$ cat src/rtl/alu_request_arbiter_pkg.sv
`default_nettype none
// ============================================================================
//  Module      : alu_request_arbiter_pkg
//  Description : Shared constants and state encoding for the ALU request
//                arbiter and its round-robin picker.
//  Revision    : 1.0 - initial release
// ============================================================================
package alu_request_arbiter_pkg;

   // Datapath geometry defaults
   localparam int C_WORD_DEF  = 32;
   localparam int C_SEL_W_DEF = 4;

   // Datapath select codes used by the pass-through result mux
   localparam logic [C_SEL_W_DEF-1:0] C_SEL_PASS_A = 4'd0;
   localparam logic [C_SEL_W_DEF-1:0] C_SEL_PASS_B = 4'd1;

   // Sequencer state encoding
   typedef enum logic [1:0] {
      IDLE   = 2'd0,
      SETTLE = 2'd1,
      RESP   = 2'd2
   } state_t;

endpackage
`default_nettype wire

$ cat src/rtl/alu_request_arbiter_rr_priority_picker.sv
`default_nettype none
// ============================================================================
//  Module      : rr_priority_picker
//  Description : Combinational round-robin picker. Scans requesters starting
//                one past the last grant, wrapping modulo NREQ, and returns
//                the first valid index.
//  Revision    : 1.0 - initial release
// ============================================================================
module rr_priority_picker
   import alu_request_arbiter_pkg::*;
#(
   parameter int NREQ = 4
) (
   input  logic [NREQ-1:0]         req_valid,
   input  logic [$clog2(NREQ)-1:0] last_grant,
   output logic                    any_valid,
   output logic [$clog2(NREQ)-1:0] grant
);

   localparam int GW = $clog2(NREQ);

   logic [GW:0] w_idx;

   // Wraparound scan; the first hit after last_grant wins
   always_comb begin
      any_valid = 1'b0;
      grant     = '0;
      w_idx     = '0;
      for (int k = 1; k <= NREQ; k++) begin
         w_idx = {1'b0, last_grant} + (GW+1)'(k);
         if (w_idx >= (GW+1)'(NREQ)) begin
            w_idx = w_idx - (GW+1)'(NREQ);
         end
         if (!any_valid && req_valid[w_idx[GW-1:0]]) begin
            any_valid = 1'b1;
            grant     = w_idx[GW-1:0];
         end
      end
   end

endmodule
`default_nettype wire

$ cat src/rtl/alu_request_arbiter.sv
`default_nettype none
// ============================================================================
//  Module      : alu_request_arbiter
//  Description : Round-robin arbiter/sequencer sharing one slow ALU datapath
//                among NREQ requesters. Latches the winner's select and
//                operands, holds them for SETTLE_CYCLES, captures the result
//                and returns it over a valid/ready handshake.
//  Revision    : 1.0 - initial release
// ============================================================================
module alu_request_arbiter
   import alu_request_arbiter_pkg::*;
#(
   parameter int NREQ          = 4,
   parameter int WORD          = C_WORD_DEF,
   parameter int SEL_W         = C_SEL_W_DEF,
   parameter int SETTLE_CYCLES = 4
) (
   input  logic                  clk,
   input  logic                  rst_n,
   input  logic [NREQ-1:0]       req_valid,
   output logic [NREQ-1:0]       req_ready,
   input  logic [NREQ*SEL_W-1:0] req_sel,
   input  logic [NREQ*WORD-1:0]  req_a,
   input  logic [NREQ*WORD-1:0]  req_b,
   output logic [SEL_W-1:0]      alu_sel,
   output logic [WORD-1:0]       alu_a,
   output logic [WORD-1:0]       alu_b,
   input  logic [WORD-1:0]       alu_result,
   output logic [NREQ-1:0]       resp_valid,
   input  logic [NREQ-1:0]       resp_ready,
   output logic [WORD-1:0]       resp_data,
   output logic                  busy
);

   localparam int            GW         = $clog2(NREQ);
   localparam int            CW         = (SETTLE_CYCLES > 1) ? $clog2(SETTLE_CYCLES) : 1;
   localparam logic [CW-1:0] C_CNT_LOAD = CW'(SETTLE_CYCLES - 1);
   localparam logic [GW-1:0] C_LAST_RST = GW'(NREQ - 1);

   state_t            r_state;
   state_t            w_state_nxt;
   logic [CW-1:0]     r_cnt;
   logic [GW-1:0]     r_grant;
   logic [GW-1:0]     r_last_grant;
   logic [GW-1:0]     w_pick;
   logic              w_any;
   logic              w_accept;
   logic              w_capture;
   logic              w_release;
   logic [NREQ-1:0]   w_ready_raw;
   logic [SEL_W-1:0]  r_alu_sel;
   logic [WORD-1:0]   r_alu_a;
   logic [WORD-1:0]   r_alu_b;
   logic [NREQ-1:0]   r_resp_valid;
   logic [WORD-1:0]   r_resp_data;

   rr_priority_picker #(
      .NREQ (NREQ)
   ) u_picker (
      .req_valid  (req_valid),
      .last_grant (r_last_grant),
      .any_valid  (w_any),
      .grant      (w_pick)
   );

   // State register
   always_ff @(posedge clk or negedge rst_n) begin
      if (!rst_n) begin
         r_state <= IDLE;
      end else begin
         r_state <= w_state_nxt;
      end
   end

   // Next-state logic and the accept/capture/release strobes
   always_comb begin
      w_state_nxt = r_state;
      w_accept    = 1'b0;
      w_capture   = 1'b0;
      w_release   = 1'b0;
      w_ready_raw = '0;
      case (r_state)
         IDLE: begin
            if (w_any) begin
               w_accept            = 1'b1;
               w_ready_raw[w_pick] = 1'b1;
               w_state_nxt         = SETTLE;
            end
         end
         SETTLE: begin
            if (r_cnt == '0) begin
               w_capture   = 1'b1;
               w_state_nxt = RESP;
            end
         end
         RESP: begin
            if (resp_ready[r_grant]) begin
               w_release   = 1'b1;
               w_state_nxt = IDLE;
            end
         end
         default: begin
            w_state_nxt = IDLE;
         end
      endcase
   end

   // Operand latch, settle counter, result capture and grant bookkeeping
   always_ff @(posedge clk or negedge rst_n) begin
      if (!rst_n) begin
         r_cnt        <= '0;
         r_grant      <= '0;
         r_last_grant <= C_LAST_RST;
         r_alu_sel    <= '0;
         r_alu_a      <= '0;
         r_alu_b      <= '0;
         r_resp_valid <= '0;
         r_resp_data  <= '0;
      end else begin
         if (w_accept) begin
            r_alu_sel <= req_sel[w_pick*SEL_W +: SEL_W];
            r_alu_a   <= req_a[w_pick*WORD +: WORD];
            r_alu_b   <= req_b[w_pick*WORD +: WORD];
            r_cnt     <= C_CNT_LOAD;
            r_grant   <= w_pick;
         end else if ((r_state == SETTLE) && (r_cnt != '0)) begin
            r_cnt <= r_cnt - CW'(1);
         end
         if (w_capture) begin
            r_resp_data  <= alu_result;
            r_resp_valid <= NREQ'(1) << r_grant;
         end
         if (w_release) begin
            r_resp_valid <= '0;
            r_last_grant <= r_grant;
         end
      end
   end

   // Ready is forced low while reset is held so every output reads zero
   assign req_ready  = w_ready_raw & {NREQ{rst_n}};
   assign alu_sel    = r_alu_sel;
   assign alu_a      = r_alu_a;
   assign alu_b      = r_alu_b;
   assign resp_valid = r_resp_valid;
   assign resp_data  = r_resp_data;
   assign busy       = (r_state != IDLE);

endmodule
`default_nettype wire
$ cat config.mk
export PLATFORM = sky130hd
export DESIGN_NAME = alu_request_arbiter
export DESIGN_NICKNAME = d
export VERILOG_FILES = /design/src/rtl/alu_request_arbiter_pkg.sv /design/src/rtl/alu_request_arbiter_rr_priority_picker.sv /design/src/rtl/alu_request_arbiter.sv
export SDC_FILE = /design/constraint.sdc
export NUM_CORES = 1
export LEC_CHECK = 0
export CAP_MARGIN = 20
export CELL_PAD_IN_SITES_DETAIL_PLACEMENT = 1
export CELL_PAD_IN_SITES_GLOBAL_PLACEMENT = 1
export CORE_AREA = 2 2 163 165
export CTS_CLUSTER_SIZE = 25
export DETAILED_ROUTE_END_ITERATION = 8
export DIE_AREA = 0 0 165 167
export PLACE_DENSITY = 0.83
export SKIP_LAST_GASP = 1
export SYNTH_ARGS = -nofsm -noshare
export SYNTH_HDL_FRONTEND = slang
export SYNTH_SLANG_ARGS = --single-unit
$ cat constraint.sdc
create_clock -name clk -period 3.28 [get_ports clk]
set_clock_uncertainty 0.05 [all_clocks]
set_input_delay 0.984 -clock clk [delete_from_list [all_inputs] [get_ports clk]]
set_output_delay 0.984 -clock clk [all_outputs]
set_load 0.1 [all_outputs]
Yosys cells after proc, flatten, opt, wreduce, memory -nomap -nowiden
Index checks and enable logic that the tools add are counted.
Widths: inputs -> output; s select.
- register bits: 112
- word-level logic and storage cells: 94
- input bits: 314
- output and inout port bits: 109
- bitwise operators: 1
- muxes and demuxes: 40
- equality and inequality tests: 5
- reductions and logical operators: 15
- order comparisons: 11
- add/sub/neg operators: 9
- shift operators: 4
- operator list (kind ; count):
    $shiftx 128x8->32 ; 2
    $mux 2 ; 13
    $lt 2x3->1 const B ; 6
    $mux 1 ; 16
    $mux 4 ; 4
    $shiftx 16x5->4 ; 1
    $ge 3x3->1 const B ; 4
    $bmux 1 s2 ; 5
    $sub 2x1->2 const B ; 5
    $reduce_bool 2->1 ; 4
    $add 2x2->3 const B ; 2
    $pmux 2 s3 ; 1
    $logic_and 1x1->1 ; 5
    $and 4x4->4 ; 1
    $logic_not 2->1 ; 2
    $ne 2x2->1 const B ; 2
    $shl 1x2->4 const A ; 1
    $add 2x1->3 const B ; 1
    $add 2x3->3 const B ; 1
    $logic_not 1->1 ; 3
    $reduce_and 3->1 ; 1
    $demux 1 s2 ; 1
    $eq 2x1->1 const B ; 1
    $eq 2x2->1 const B ; 1
    2 further kinds ; 2

Depth between registers and ports, before layout
Gate-level depths: netlist (run 1).
- depth after elaboration: 22
- gate-level depth with buffers: 8
- depth with buffers taken out: 6

Cells and area by module
Synthesis (run 1) repeated with hierarchy kept, for this count alone.
- cells, all modules: 441
- area total of the unflattened synthesis: 6107.1 um^2
- by module, submodules not included (module ; seq. area each (um^2) ; times used ; area an instance (um^2) ; cells each):
    alu_request_arbiter ; 2805.2 ; 1 ; 6015.8 ; 427
    rr_priority_picker ; 0.0 ; 1 ; 91.3 ; 14

Worst setup path before layout (run 1)
No wires, ideal clock.
- path kind: in2out
- from: input port req_valid[0]
- to: output port req_ready[2]
- buffers on the path: 3
- data required time: 2246 ps
- slack: -1792 ps
- stages: 7
- arrival time: 4038 ps
- path through: o21ai_1 a21oi_2 a311o_1 buf_4 buf_6 buf_6 nor3_1
- longest elaborated chain between the ends: 19
- elaborated cells on any way between the ends: 30
- classes of those cells: 2 x order compare; 20 x mux; 1 x bitwise; 7 x reduce/logical
- ends and longest elaborated chain (what ; line ; RTL):
    start: declaration ; alu_request_arbiter.sv:20 ; input logic [NREQ-1:0] req_valid,
    $bmux 1 s2 ; alu_request_arbiter_rr_priority_picker.sv:34 ; if (!any_valid && req_valid[w_idx[GW-1:0]]) begin
    $mux 1 (not written as such) ; alu_request_arbiter_rr_priority_picker.sv:34 ;
    $mux 1 ; alu_request_arbiter_rr_priority_picker.sv:34 ;
    $logic_not 1->1 ; alu_request_arbiter_rr_priority_picker.sv:34 ;
    $logic_and 1x1->1 ; alu_request_arbiter_rr_priority_picker.sv:34 ;
    $mux 1 ; alu_request_arbiter_rr_priority_picker.sv:34 ;
    $logic_not 1->1 ; alu_request_arbiter_rr_priority_picker.sv:34 ;
    $logic_and 1x1->1 ; alu_request_arbiter_rr_priority_picker.sv:34 ;
    [3 not listed] ; n/a ;
    $mux 2 ; alu_request_arbiter_rr_priority_picker.sv:34 ;
    $lt 2x3->1 (not written as such) or $ge 2x1->1 (tied branches) ; alu_request_arbiter.sv:86 ; w_ready_raw[w_pick] = 1'b1;
    $logic_and 1x1->1 (not written as such) ; alu_request_arbiter.sv:86 ;
    $mux 1 (not written as such) ; alu_request_arbiter.sv:86 ;
    $demux 1 s2 ; alu_request_arbiter.sv:86 ;
    $mux 4 * ; alu_request_arbiter.sv:84 ; if (w_any) begin
    $mux 4 * ; alu_request_arbiter.sv:82 ; case (r_state)
    $and 4x4->4 * ; alu_request_arbiter.sv:141 ; assign req_ready = w_ready_raw & {NREQ{rst_n}};
    end: declaration ; alu_request_arbiter.sv:21 ; output logic [NREQ-1:0] req_ready,
Every way passes the cells marked *; elsewhere a longest branch is shown, timed or not. The select of a mux whose other input is x is not followed.

Worst setup path in the final report (run 1)
- from: input port req_valid[1]
- to: output port req_ready[2]
Same word-level chain as after synthesis.

==> results by group, run 1 <==
Logic synthesis
  – Yosys top cell area share: 40.1%
  – Syn_area_per_cell: 10.1 um^2
  – Mapped Nets: 995
  – Most frequent cells after synthesis: dfrtp_1, nand2_1, a211oi_2, nor2_1, nor3_1
  – Synthesized instance count: 680
  – Post-Syn Area: between 6000 and 7000 um^2
  – Unique cell type count in the Yosys netlist: 39
  – Count leader, synth: dfrtp_1
  – FFs w/ async S/R, synth: 100%
  – Seq/Total Area, Yosys: 40.9%
  – Yosys reg bits: ~110
  – Synth area leader: dfrtp_1
  – EDFF count, synth: 0
  – Synth Flop Type: dfrtp_1
  – Yosys warning count: 0
  – Cells taking the most area after synthesis: dfrtp_1, a211oi_2, mux2i_1

Timing
  – Worst slew pin tran: 892 ps
  – Period minus WS final: 3230 ps
  – Crit share post-route: 98.6%
  – Slew Viols, Final: 0
  – Setup Viol. Count Final: 0
  – Relative slew slack: 40.6%
  – Max Fclk: around 0.3 GHz
  – Fin. Hold Viols: 0
  – Setup_tns: 0 ps
  – RSZ-0062 raised after global routing: false

Floorplanning
  – Starting density of the core: 26.6%
  – Chip width: 165 um
  – Chip height: around 170 um
  – Core Area: 25,800 um^2
  – Io pins: 423
  – Site row count: between 50 and 60
  – Die area: between 20,000 and 30,000 um^2

Clock tree
  – Clock tree buffer depth: 2
  – Root buf cell: clkbuf_16
  – Skew-Pair Late Insertion Delay: 360 ps
  – CTS sink cnt: 112
  – Clk slew on worst S/H paths: 90 ps
  – CTS tree: yes
  – Count of hold buffers inserted by post-cts repair: 0
  – TritonCTS buffer count: 9
  – Htree depth: 3

Pwr
  – Peak supply drop: 0.917 mV
  – Leak: about 4.9 nW
  – Power per Cell Area: 1180 nW/um^2

Global routing
  – Vias in the first global route: 7,755
  – Gr ovfl total: 0
  – Largest net degree at the start of global routing: between 80 and 90
  – Global-route wire length before repair: between 40,000 and 50,000 um
  – Initial antenna violation count: 0
  – Overall Global Routing Usage: a little over a fifth

Layout
  – Antenna cells: 0
  – Layout filler cell count: 2,893
  – Share of cells above drive strength 1: roughly 28%
  – Final Util: 45.5%
  – Synthesis-to-finish area growth: 70.8%
  – Final #Nets: 1,403

Placement
  – DP HPWL: 22,800 um
  – Routability cong.: between 0.8 and 0.9
  – Port bufs: 422

Flow run
  – Total of max-cap violations: 0

Setup path
  – Crit Path Class: input pin to output port
  – CP arrival: between 2000 and 2500 ps
  – Crit path launch: req_valid[1]
  – CP max stage delay: 420 ps
  – Critical Path End Type: output port
  – Req. time, crit path: 2250 ps
  – RR Startpoint: r_last_grant[0]
  – Worst Reg2Reg Path Length in Cells: 8
  – Crit Reg-Reg Endpoint: alu_b[6]
  – Worst Setup Start Kind: input pin
  – Worst setup endpoint: req_ready[2]
  – Slowest library cell on the worst path: a311o_2
  – Worst reg-to-reg setup slack: just under 700 ps
  – Crit path max fanout: 6
  – Cell Chain, Critical Path: buf_8 > o21ai_4 > a21oi_4 > a311o_2 > nor3_4 > buf_12

Route
  – Via-to-Cell Ratio: 5.03
  – Total wire length: 30,400 um
  – Drt drc: 0
  – ANT nets after route: 0
  – DR pass1 iterations: 4
  – WL/cell: 21.3 um
  – Routed vias: 7,184
  – Drt initial violations: 353

Status
  – Status: finished clean

Hold path
  – Hold Path Class: flip-flop to flip-flop
flip-flops by register name, indices dropped and copies added (netlist names):
register	cells
r_last_grant	2
alu_sel	4
r_grant	2
resp_valid	4
r_cnt	2
alu_b	32
r_state	2
resp_data	32
alu_a	32
logic make-up after synthesis:
| kind of cell | synth area share [%] |
|---|---|
| AOI/OAI and AO/OA | 22.1 |
| xor gates and xnor gates | 0.128 |
| adders and majority gates | 0.182 |
| buffers and inverters | 5.72 |
| DFF | 40.9 |
| muxes | 15.6 |
| and+or+nand+nor | 15.4 |
worst max-delay path, delay by kind of cell:
family | cells | cell delay [ps]
buffers and inverters | 2 | 310
AND/OR/NAND/NOR | 1 | 230
AO/OA/AOI/OAI | 3 | 670
how the worst min path moves through the flow:
stage	from	end	slack [ps]	cells past startpoint
CTS	resp_data[17]	resp_data[17]	470	1
finish	resp_data[17]	resp_data[17]	460	1
global placement	resp_data[28]	resp_data[28]	440	1
detailed placement	resp_data[17]	resp_data[17]	450	1
floorplan	r_cnt[1]	r_cnt[1]	430	2
global route	resp_data[29]	resp_data[29]	490	1
cells in the final DEF (no fill, tap or decap), types with 2 or more instances in the layout:
cell type and n:
nand2_1 78, a21oi_1 4, nor3_4 2, o21ai_4 2, clkbuf_16 9, a21oi_4 2, inv_1 4, nor2_4 4
clkdlybuf4s50_1 308, o21ai_0 3, clkinv_8 2, inv_12 3, a211oi_1 60, nor2_1 74, buf_12 12, nor3_1 69
nand2b_1 3, inv_6 2, mux2i_1 69, nor3b_1 2, buf_4 138, a211oi_2 76, dfrtp_1 110, mux2_2 32
dfstp_2 2
stage by stage:
stage,std cells,setup WS [ps],power [mW],area (um^2),hold WS (ps)
6_report,1428,45.4,13.8,11700,465
3_3_place_gp,1411,-378,12.5,11400,440
5_1_grt,1428,12.5,14.4,11700,485
2_1_floorplan,680,-376,10.0,6930,427
3_5_place_dp,1411,-488,12.6,11400,445
4_1_cts,1428,-8.71,13.9,11700,466
layout make-up:
type,instances,area [um^2],area share (%)
clock buffer,9,225,1.92
clock inverter,7,98.8,0.843
inverter,4,15.0,0.128
sequential,112,2810,23.9
timing repair buffer,462,4400,37.5
tap,335,419,3.57
multi-input combinational,499,3770,32.1
power breakdown:
part	switching [mW]	internal (mW)	total, mW
registers	0.462	2.10	2.56
clock network	0.674	0.569	1.24
logic	7.36	2.64	10.0
repair_timing:
action                                  CTS  global route
resized for setup                        21             4
endpoints found under the setup margin    4             2
buffers inserted                          1             0
pin swaps                                 4             1
per-layer routing:
layer	global-route usage (%)	wire, um	up-vias
met5	0	0	-
met4	8.62	1110	0
met3	4.76	2130	55
met2	38.3	15400	299
met1	25.1	11800	3543
li1	-	-	3287
Power figures use the tool's default switching activity.
==> run 2, diff against run 1 <==
==> constraint.sdc (replaced) <==
create_clock -name clk -period 3.28 [get_ports clk]
set_clock_uncertainty 0.05 [all_clocks]
set_input_delay 0.82 -clock clk [delete_from_list [all_inputs] [get_ports clk]]
set_output_delay 0.82 -clock clk [all_outputs]
set_load 0.1 [all_outputs]
==> results by group, run 2 (synthesis gave the netlist of run 1 again) <==
Pwr
  – Peak supply drop: 0.944 mV (+3.0%)
  – Leak: 4.87 nW (about the same)
  – Power per Cell Area: 1180 nW/um^2 (+0.48%)
  – Final Power: 13.8 mW (+0.27%)

Layout
  – Final #Nets: 1,404 (+0.071%)
  – Design area: 11,700 um^2 (-0.21%)
  – Share of cells above drive strength 1: 27.1% (-0.48 points)
  – Commonest non-fill, non-tap cell in the layout: clkdlybuf4s50_1
  – Synthesis-to-finish area growth: 70.5%
  – Antenna cells: 0 (unchanged)
  – Post-route insts no fill: 1,429 (+0.070%)
  – Commonest cells after routing, fill and taps aside: clkdlybuf4s50_1, buf_4, dfrtp_1

Clock tree
  – Htree depth: 3 (unchanged)
  – Root buf cell: clkbuf_16
  – Skew-Pair Late Insertion Delay: 350 ps (about the same)
  – CTS tree: yes
  – Clock tree buffer depth: 2 (unchanged)
  – CTS sink cnt: 112 (unchanged)
  – TritonCTS buffer count: 9 (unchanged)
  – Clk slew on worst S/H paths: 90 ps (about the same)

Timing
  – Final worst slack: 81.6 ps (+36.1 ps)
  – Max Fclk: 0.313 GHz (+1.1%)
  – Crit share post-route: 97.5% (-1.1 points)
  – RSZ-0062 raised after global routing: false
  – Period minus WS final: 3200 ps (-36.1 ps)
  – Fin. Hold Viols: 0 (unchanged)
  – Relative slew slack: 41.1% (+0.59 points)
  – Slew Viols, Final: 0 (unchanged)
  – Setup Viol. Count Final: 0 (unchanged)
  – Setup_tns: 0 ps (unchanged)
  – Worst slew pin tran: 883 ps (-8.82 ps)

Floorplanning
  – Core Area: 25,800 um^2 (unchanged)
  – Chip height: 167 um (unchanged)
  – Io pins: 423 (unchanged)
  – Chip width: 165 um (unchanged)
  – Site row count: 59 (unchanged)
  – Starting density of the core: 26.6% (unchanged)
  – Die area: 27,600 um^2 (unchanged)

Route
  – Total wire length: 30,300 um (-0.29%)
  – DR pass1 iterations: 4 (unchanged)
  – Via-to-Cell Ratio: 4.98 (-1.0%)
  – ANT nets after route: 0 (unchanged)
  – Drt drc: 0 (unchanged)
  – Drt initial violations: 327 (-7.4%)
  – WL/cell: 21.2 um (-0.36%)
  – Routed vias: 7,116 (-0.95%)

Setup path
  – Worst Setup Start Kind: input pin
  – Top Family by Delay on Critical Path: buffers and inverters
  – Req. time, crit path: 2410 ps (+160 ps)
  – RR Startpoint: r_last_grant[0]
  – Crit path max fanout: 4 (-2)
  – Worst reg-to-reg setup slack: 670 ps (-20 ps)
  – CP arrival: 2330 ps (+130 ps)
  – Cell Chain, Critical Path: clkdlybuf4s50_1 > a21oi_4 > a311o_2 > nor3_4 > buf_12
  – Crit path launch: req_valid[2]
  – Bufs and invs on worst path: 2 (unchanged)
  – Worst Reg2Reg Path Length in Cells: 8 (unchanged)
  – Crit Reg-Reg Endpoint: alu_b[7]
  – Crit Path Class: input pin to output port
  – Critical Path End Type: output port
  – Slowest library cell on the worst path: clkdlybuf4s50_1
  – CP max stage delay: 590 ps (+170 ps)

Global routing
  – Initial antenna violation count: 0 (unchanged)
  – Vias in the first global route: 7,684 (-0.92%)
  – Global-route wire length before repair: 45,000 um (-1.6%)
  – Gr ovfl total: 0 (unchanged)
  – Largest net degree at the start of global routing: 69 (-22%)
  – Overall Global Routing Usage: 21.3% (-0.33 points)

Placement
  – Pre-CTS WS: -144 ps (+344 ps)
  – Placed cell area: 11,400 um^2 (-0.13%)
  – Routability cong.: 0.801 (-2.2%)
  – DP Cell Count: 1,412 (+0.071%)
  – Port bufs: 422 (unchanged)
  – DP HPWL: 23,100 um (+1.6%)

Flow run
  – Total of max-cap violations: 0 (unchanged)

Status
  – Status: finished clean

Hold path
  – Hold Path Class: input pin to asynchronous set/reset pin
-- run 2: cell count changes in the layout (fill, tap and decap cells not counted), moves of 2 or more --
cell / delta
dlygate4sd2_1: +3
inv_6: -2
inv_8: +2
buf_4: +2
nor2_2: +2
nor2_4: -2
-- run 2: worst max-delay path by stage --
stage | endpoint | cells after the start
detailed placement | alu_b[7] | 8
CTS | req_ready[3] | 6
floorplan | req_ready[0] | 8
global route | req_ready[3] | 6
global placement | alu_b[7] | 8
finish | req_ready[2] | 5
-- run 2: area by class of cell --
cell class	instances	area, um^2
clock buffer	9	225
fill	2899	14100
timing repair buffer	463	4390
sequential	112	2810
clock inverter	7	104
tap	335	419
inverter	4	15.0
multi-input combinational	499	3740
-- run 2: what timing repair did --
| action | in CTS | in global routing |
|---|---|---|
| hold buffers | 0 | 0 |
| hold endpoints to repair | 0 | 0 |
| gates resized for setup | 4 | 1 |
| setup buffers | 1 | 0 |
| setup endpoints to repair | 4 | 4 |
| pin swaps | 2 | 0 |
-- run 2: through the flow --
| stage | utilization, % | hold WS, ps |
|---|---|---|
| final | 45.4 | 270 |
| after global routing | 45.4 | 275 |
| after CTS | 45.4 | 266 |
| after detailed placement | 44.1 | 447 |
| after global placement | 44.1 | 439 |
| after floorplan | - | 427 |
-- run 2: metal layers --
metal | vias up | wire, um | global-route usage (%)
li1 | 3298 | - | -
met4 | 0 | 591 | 4.91
met2 | 297 | 15700 | 38.6
met1 | 3489 | 11900 | 25.2
met5 | - | 0 | 0
met3 | 32 | 2130 | 5.08
-- run 2: worst register-to-register path, cell delays in order, from the launching register on --
cell and delay (ps):
dfstp_2 600, nand2b_1 170, a21oi_4 80, a311o_2 390, buf_4 180, buf_4 260, a211oi_1 520, buf_4 190
a211oi_1 40
-- run 2: power by group --
part	leakage, nW	internal [mW]	switching (mW)
clock network	0.158	0.570	0.653
logic	3.45	2.66	7.40
registers	1.27	2.10	0.461
total	4.87	5.33	8.51
==> run 3, diff against run 2 <==
- CTS_CLUSTER_SIZE: 25 -> default
==> results of run 3 <==
Same layout as run 2: the final DEF is identical, and so are final timing and power.
